### src/rtl/mmio_port_buffer.sv
// Per-port MMIO buffer: TX FIFO (CPU->device) fed by write-inform edges, RX FIFO (device->CPU) drained by read-inform edges.
// Pushes visible one cycle after the event; RX head and status are registered-state only; rx_ready drops when RX is full.

module mmio_pb_fifo #(
    parameter int W  = 16,
    parameter int AW = 3
) (
    input  logic          clk,
    input  logic          rst_n,
    input  logic          push_i,
    input  logic [W-1:0]  push_dat_i,
    input  logic          pop_i,
    input  logic          flush_i,
    output logic [W-1:0]  head_o,
    output logic [AW:0]   count_o,
    output logic          full_o,
    output logic          empty_o
);
    localparam int DEPTH = 1 << AW;

    logic [W-1:0] mem_q [DEPTH];
    logic [AW:0]  wr_ptr_q, wr_ptr_d;
    logic [AW:0]  rd_ptr_q, rd_ptr_d;
    logic         do_push, do_pop;

    assign empty_o = (wr_ptr_q == rd_ptr_q);
    assign full_o  = (wr_ptr_q[AW] != rd_ptr_q[AW]) &&
                     (wr_ptr_q[AW-1:0] == rd_ptr_q[AW-1:0]);
    assign count_o = wr_ptr_q - rd_ptr_q;
    assign head_o  = empty_o ? '0 : mem_q[rd_ptr_q[AW-1:0]];

    // A pop in the same cycle frees the slot, so a push into a full FIFO still lands.
    assign do_pop  = pop_i && !empty_o;
    assign do_push = push_i && (!full_o || do_pop);

    always_comb begin
        wr_ptr_d = wr_ptr_q;
        rd_ptr_d = rd_ptr_q;
        if (flush_i) begin
            wr_ptr_d = '0;
            rd_ptr_d = '0;
        end else begin
            if (do_push) wr_ptr_d = wr_ptr_q + (AW+1)'(1);
            if (do_pop)  rd_ptr_d = rd_ptr_q + (AW+1)'(1);
        end
    end

    always_ff @(posedge clk or negedge rst_n) begin
        if (!rst_n) begin
            wr_ptr_q <= '0;
            rd_ptr_q <= '0;
        end else begin
            wr_ptr_q <= wr_ptr_d;
            rd_ptr_q <= rd_ptr_d;
        end
    end

    always_ff @(posedge clk) begin
        if (do_push && !flush_i) mem_q[wr_ptr_q[AW-1:0]] <= push_dat_i;
    end
endmodule

module mmio_port_buffer #(
    parameter int TX_DEPTH_LOG2 = 3,
    parameter int RX_DEPTH_LOG2 = 3
) (
    input  logic        clk,
    input  logic        rst_n,
    input  logic        inform_write,
    input  logic [15:0] port_word_lo,
    input  logic [15:0] port_word_hi,
    input  logic        inform_read,
    output logic [15:0] rd_word_lo,
    output logic [15:0] rd_word_hi,
    output logic        tx_valid,
    output logic [31:0] tx_data,
    input  logic        tx_ready,
    input  logic        rx_valid,
    input  logic [15:0] rx_data,
    output logic        rx_ready
);
    typedef struct packed {
        logic [3:0] rx_count;
        logic [3:0] tx_count;
        logic [2:0] rsvd;
        logic       rx_ovf;
        logic       tx_drop;
        logic       rx_nonempty;
        logic       tx_empty;
        logic       tx_full;
    } status_t;

    logic wr_prev_q, rd_prev_q;
    logic tx_drop_q, tx_drop_d;
    logic rx_ovf_q,  rx_ovf_d;

    logic wr_ev, rd_ev, is_cmd;
    logic tx_push, tx_pop, rx_push, rx_pop;
    logic clr_flags, flush;

    logic [31:0]            tx_head;
    logic [TX_DEPTH_LOG2:0] tx_count;
    logic                   tx_full, tx_empty;
    logic [15:0]            rx_head;
    logic [RX_DEPTH_LOG2:0] rx_count;
    logic                   rx_full, rx_empty;
    status_t                status;

    function automatic logic [3:0] sat4(input logic [31:0] c);
        return (c > 32'd15) ? 4'hF : c[3:0];
    endfunction

    // Level strobes from the controller: only the rising edge is an access.
    assign wr_ev  = inform_write && !wr_prev_q;
    assign rd_ev  = inform_read  && !rd_prev_q;
    assign is_cmd = port_word_hi[15];

    assign clr_flags = wr_ev && is_cmd && port_word_hi[0];
    assign flush     = wr_ev && is_cmd && port_word_hi[1];

    assign tx_push = wr_ev && !is_cmd;
    assign tx_pop  = tx_valid && tx_ready;
    assign rx_push = rx_valid && rx_ready;
    assign rx_pop  = rd_ev;

    mmio_pb_fifo #(.W(32), .AW(TX_DEPTH_LOG2)) u_tx_fifo (
        .clk        (clk),
        .rst_n      (rst_n),
        .push_i     (tx_push),
        .push_dat_i ({port_word_hi, port_word_lo}),
        .pop_i      (tx_pop),
        .flush_i    (flush),
        .head_o     (tx_head),
        .count_o    (tx_count),
        .full_o     (tx_full),
        .empty_o    (tx_empty)
    );

    mmio_pb_fifo #(.W(16), .AW(RX_DEPTH_LOG2)) u_rx_fifo (
        .clk        (clk),
        .rst_n      (rst_n),
        .push_i     (rx_push),
        .push_dat_i (rx_data),
        .pop_i      (rx_pop),
        .flush_i    (flush),
        .head_o     (rx_head),
        .count_o    (rx_count),
        .full_o     (rx_full),
        .empty_o    (rx_empty)
    );

    assign tx_valid   = !tx_empty;
    assign tx_data    = tx_head;
    assign rx_ready   = !rx_full;
    assign rd_word_lo = rx_head;

    // A fresh overflow/drop in the clearing cycle is kept rather than lost.
    always_comb begin
        tx_drop_d = tx_drop_q && !clr_flags;
        rx_ovf_d  = rx_ovf_q  && !clr_flags;
        if (tx_push && tx_full && !tx_pop) tx_drop_d = 1'b1;
        if (rx_valid && rx_full)           rx_ovf_d  = 1'b1;
    end

    always_ff @(posedge clk or negedge rst_n) begin
        if (!rst_n) begin
            wr_prev_q <= 1'b0;
            rd_prev_q <= 1'b0;
            tx_drop_q <= 1'b0;
            rx_ovf_q  <= 1'b0;
        end else begin
            wr_prev_q <= inform_write;
            rd_prev_q <= inform_read;
            tx_drop_q <= tx_drop_d;
            rx_ovf_q  <= rx_ovf_d;
        end
    end

    always_comb begin
        status             = '0;
        status.tx_full     = tx_full;
        status.tx_empty    = tx_empty;
        status.rx_nonempty = !rx_empty;
        status.tx_drop     = tx_drop_q;
        status.rx_ovf      = rx_ovf_q;
        status.tx_count    = sat4(32'(tx_count));
        status.rx_count    = sat4(32'(rx_count));
    end

    assign rd_word_hi = status;
endmodule
### config.mk
export PLATFORM = sky130hd
export DESIGN_NAME = mmio_port_buffer
export DESIGN_NICKNAME = d
export VERILOG_FILES = /design/src/rtl/mmio_port_buffer.sv
export SDC_FILE = /design/constraint.sdc
export NUM_CORES = 1
export LEC_CHECK = 0
export ABC_CLOCK_PERIOD_IN_PS = 5200
export CAP_MARGIN = 20
export CORE_MARGIN = 8
export CORE_UTILIZATION = 53
export CTS_CLUSTER_SIZE = 8
export DETAILED_ROUTE_END_ITERATION = 10
export PLACE_DENSITY = 0.78
export SLEW_MARGIN = 20
export SYNTH_ARGS = -nofsm -noshare
export SYNTH_HDL_FRONTEND = slang
export SYNTH_SLANG_ARGS = --single-unit
### constraint.sdc
create_clock -name clk -period 5.2 [get_ports clk]
set_input_delay 0.78 -clock clk [delete_from_list [all_inputs] [get_ports clk]]
set_output_delay 0.78 -clock clk [all_outputs]
set_load 0.005 [all_outputs]
==> key figures <==
Hold path
  • Hold Path Depth: 1
  • Min-delay worst type: reg2reg

Floorplan
  • Core box area: 29,640 um2
  • Starting density of the core: a little over half
  • Die X: between 150 and 200 um
  • Number of core rows: 63
  • Die height: around 190 um
  • I/O pin count: 120
  • Area of the die: about 36,000 um2

Power and ir drop
  • Leakage: between 6 and 7 nW
  • Peak supply drop: approximately 670 uV
  • Design Power: ~11 mW
  • Power density cells: between 500 and 600 nW/um2

Detailed routing
  • Via density per instance: around 6.1
  • DRC viols: 0
  • First-pass DRT Iterations: 5
  • Via count: approximately 8,000
  • Per-cell routed wire length: around 25 um
  • Post-Route WL: 33,380 um
  • Post-route ant nets: 0
  • DR iter-0 viols: roughly 670

Layout
  • Register area: between 10,000 and 15,000 um2
  • Final Net Count: 979
  • Fin util: 64.37%
  • Fillers: approximately 1,900
  • Multi-input logic area: 3536 um2
  • Layout area overhead: 19.82%
  • Share of layout cells above drive strength 1: 22.13%

Place
  • Routability cong.: 0.7427
  • Placed wire-length estimate: 18,650 um
  • IO Port Bufs: 116

Clocking
  • CTS tree: done
  • H-tree Lvls: 2
  • Inserted Clock Buffers: 56
  • Post-CTS Setup Repair Bufs: 0
  • CTS max path bufs: 3
  • # resized after CTS: 0
  • Cts hold-fix bufs: 0
  • Clock root cell: clkbuf_16
  • Sink Count: 404
  • Reg clk slew, reported paths: 0.05 ns
  • Latest clock arrival within the worst-skew pair: between 0.5 and 0.6 ns

Logic synthesis
  • Xor/xnor share of the synthesized area: 0.9823%
  • List of most frequent post-synthesis cells: edfxtp_1 (384), mux4_2 (96), inv_1 (47), a22o_1 (32), dfrtp_1 (20)
  • Cell taking the most area after synthesis: edfxtp_1
  • Largest family of logic cells by synthesized area: multiplexers
  • Post-synth top area share: 72.42%
  • Compound-Gate Fraction of Synth Area: under 10%
  • Adder-cell share of the synthesized area: 1.037%
  • Synth area leaders: edfxtp_1 (72%), mux4_2 (14%), dfrtp_1 (3.1%)
  • Most numerous cell in the Yosys netlist: edfxtp_1
  • Top_reg_cell synth: edfxtp_1
  • Yosys reg bits: 404
  • Mapped cell area: 15,920 um2
  • Simple-gate portion of the synthesized area: 2.350%
  • Ys async rst share: 4.950%
  • Sequential area share after synthesis: 75.57%
  • Gate Count Post-Synth: 756
  • Syn Area/Cell: ~21 um2
  • Multiplexer share of the synthesized area: about 14%
  • EDFF count, synth: 384
  • Yosys cell types: about 50
  • Synth warnings: 0

STA
  • Worst-Margin Slew: 0.9956 ns
  • Slew Limit Headroom: about a third
  • Fin. max-slew vios: 0
  • Max Clk Rate: 237.2 MHz
  • Final hold vios: 0
  • Final setup violating endpoints: 0
  • Post-Route Skew: 0.01673 ns
  • Setup TNS: 0 ns
  • RSZ-0062 raised after global routing: no
  • Min Tclk post-route: 4.216 ns
  • Final worst-path cycle share: 81.08%

Worst setup path
  • Buf/Inv on CP: 2
  • Required @ worst endpoint: 4.42 ns
  • Critical path arrival: 3.44 ns
  • Worst path depth: 7
  • Worst-path cell chain: inv_1 > ha_1 > and3_1 > nand2_1 > nand2_1 > o22ai_1 > clkdlybuf4s50_1
  • Crit Path Class: reg2out
  • Register-to-Register Path Depth: 5
  • Crit-path slowest cell: clkdlybuf4s50_1
  • Worst-path maximum fanout: 16
  • Crit path max-delay family: simple AND/OR/NAND/NOR gates
  • CP Launch Type: flop
  • Setup crit end kind: output pin
  • Largest stage delay on the critical path: 0.59 ns
  • Most Frequent Cell on Critical Path: nand2_1

Global routing
  • Total GRT Usage: between 15 and 20%
  • Global-route wire length before repair: 50,460 um
  • Initial antenna violation count: 2
  • GRT overflow: 0
  • Largest net degree at the start of global routing: 68
  • Vias in the first global route: 8,547

Outcome
  • Outcome: completed

Job
  • Max cap viols: 0
[power by group]
group          internal, mW  total (mW)  leakage [nW]  switching (mW)
logic                  1.96        3.67          1.89            1.71
registers              3.84        4.06          3.72           0.222
clock network          1.96        3.19         0.735            1.23
[placed cells by master, fill, tap and decap left out, types with 3 or more instances in the layout]
master / netlist / final
ha_1: 10 / 10
inv_1: 47 / 47
nand3_1: 11 / 11
clkbuf_16: 0 / 56
dfrtp_1: 20 / 17
conb_1: 1 / 3
edfxtp_1: 384 / 384
or3_1: 3 / 3
nor4_2: 0 / 5
o211ai_1: 5 / 5
and3_1: 3 / 3
nor2_1: 10 / 10
buf_4: 12 / 21
nor3_2: 1 / 5
mux4_2: 96 / 96
a21oi_1: 8 / 8
xnor2_1: 6 / 6
xor2_1: 5 / 5
o22ai_1: 16 / 16
a22o_1: 32 / 32
clkdlybuf4s50_1: 0 / 116
nand2_1: 15 / 15
o21ai_0: 3 / 3
clkbuf_1: 9 / 8
[layout make-up]
class / count / share of cell area (%)
sequential: 404 / 63.10
multi-input combinational: 266 / 18.53
clock buffer: 64 / 7.503
timing repair buffer: 137 / 6.913
tap: 390 / 2.558
inverter: 48 / 0.9576
clock inverter: 3 / 0.4198
antenna: 1 / 0.01312
[metal layers]
| metal | GRT usage (%) | wire (um) | vias up |
|---|---|---|---|
| li1 | - | - | 3384 |
| met4 | 6.945 | 976 | 2 |
| met5 | 0 | 13 | - |
| met3 | 4.433 | 2664 | 67 |
| met2 | 29.40 | 16440 | 369 |
| met1 | 24.39 | 13280 | 4153 |
[kinds of logic (layout without fill, tap and decap cells)]
logic type / count (synthesis) / after routing
adder cells (fa/ha/maj): 12 / 12
other: 1 / 4
flip-flops: 404 / 404
XOR/XNOR: 14 / 14
AND/OR/NAND/NOR: 66 / 66
multiplexers: 97 / 97
buffers and inverters: 88 / 252
AO/OA/AOI/OAI: 74 / 74
[per-stage QoR]
stage	instances	hold WS, ns	instance area, um2	setup slack [ns]
floorplan	758	0.4670	15940	0.001888
global placement	1245	0.4952	17560	1.685
detailed placement	1245	0.4995	17560	1.583
CTS	1312	0.5236	19070	0.9386
global route	1313	0.5428	19080	0.8325
finish	1313	0.5222	19080	0.9837
[registers in the layout (all words and copies together) (netlist names)]
signal	flops
rd_prev_q	1
rx_ovf_q	1
tx_drop_q	1
u_rx_fifo.mem_q	128
u_rx_fifo.rd_ptr_q	4
u_rx_fifo.wr_ptr_q	4
u_tx_fifo.mem_q	256
u_tx_fifo.rd_ptr_q	4
u_tx_fifo.wr_ptr_q	4
wr_prev_q	1
[path summary, 6_finish.rpt]
path	from	end	slack (ns)
worst min register to register	rx_ovf_q	rx_ovf_q	0.52
worst max-delay path	u_rx_fifo.rd_ptr_q[2]	rd_word_lo[15]	0.98
worst max register to register	u_tx_fifo.rd_ptr_q[0]	u_tx_fifo.mem_q[2][19]	2.12
worst min-delay path	rx_ovf_q	rx_ovf_q	0.52
max in group asynchronous	rst_n	u_tx_fifo.rd_ptr_q[0]	3.77
min in group asynchronous	rst_n	rd_prev_q	0.75
No activity file was read; power rests on OpenSTA's default activity.
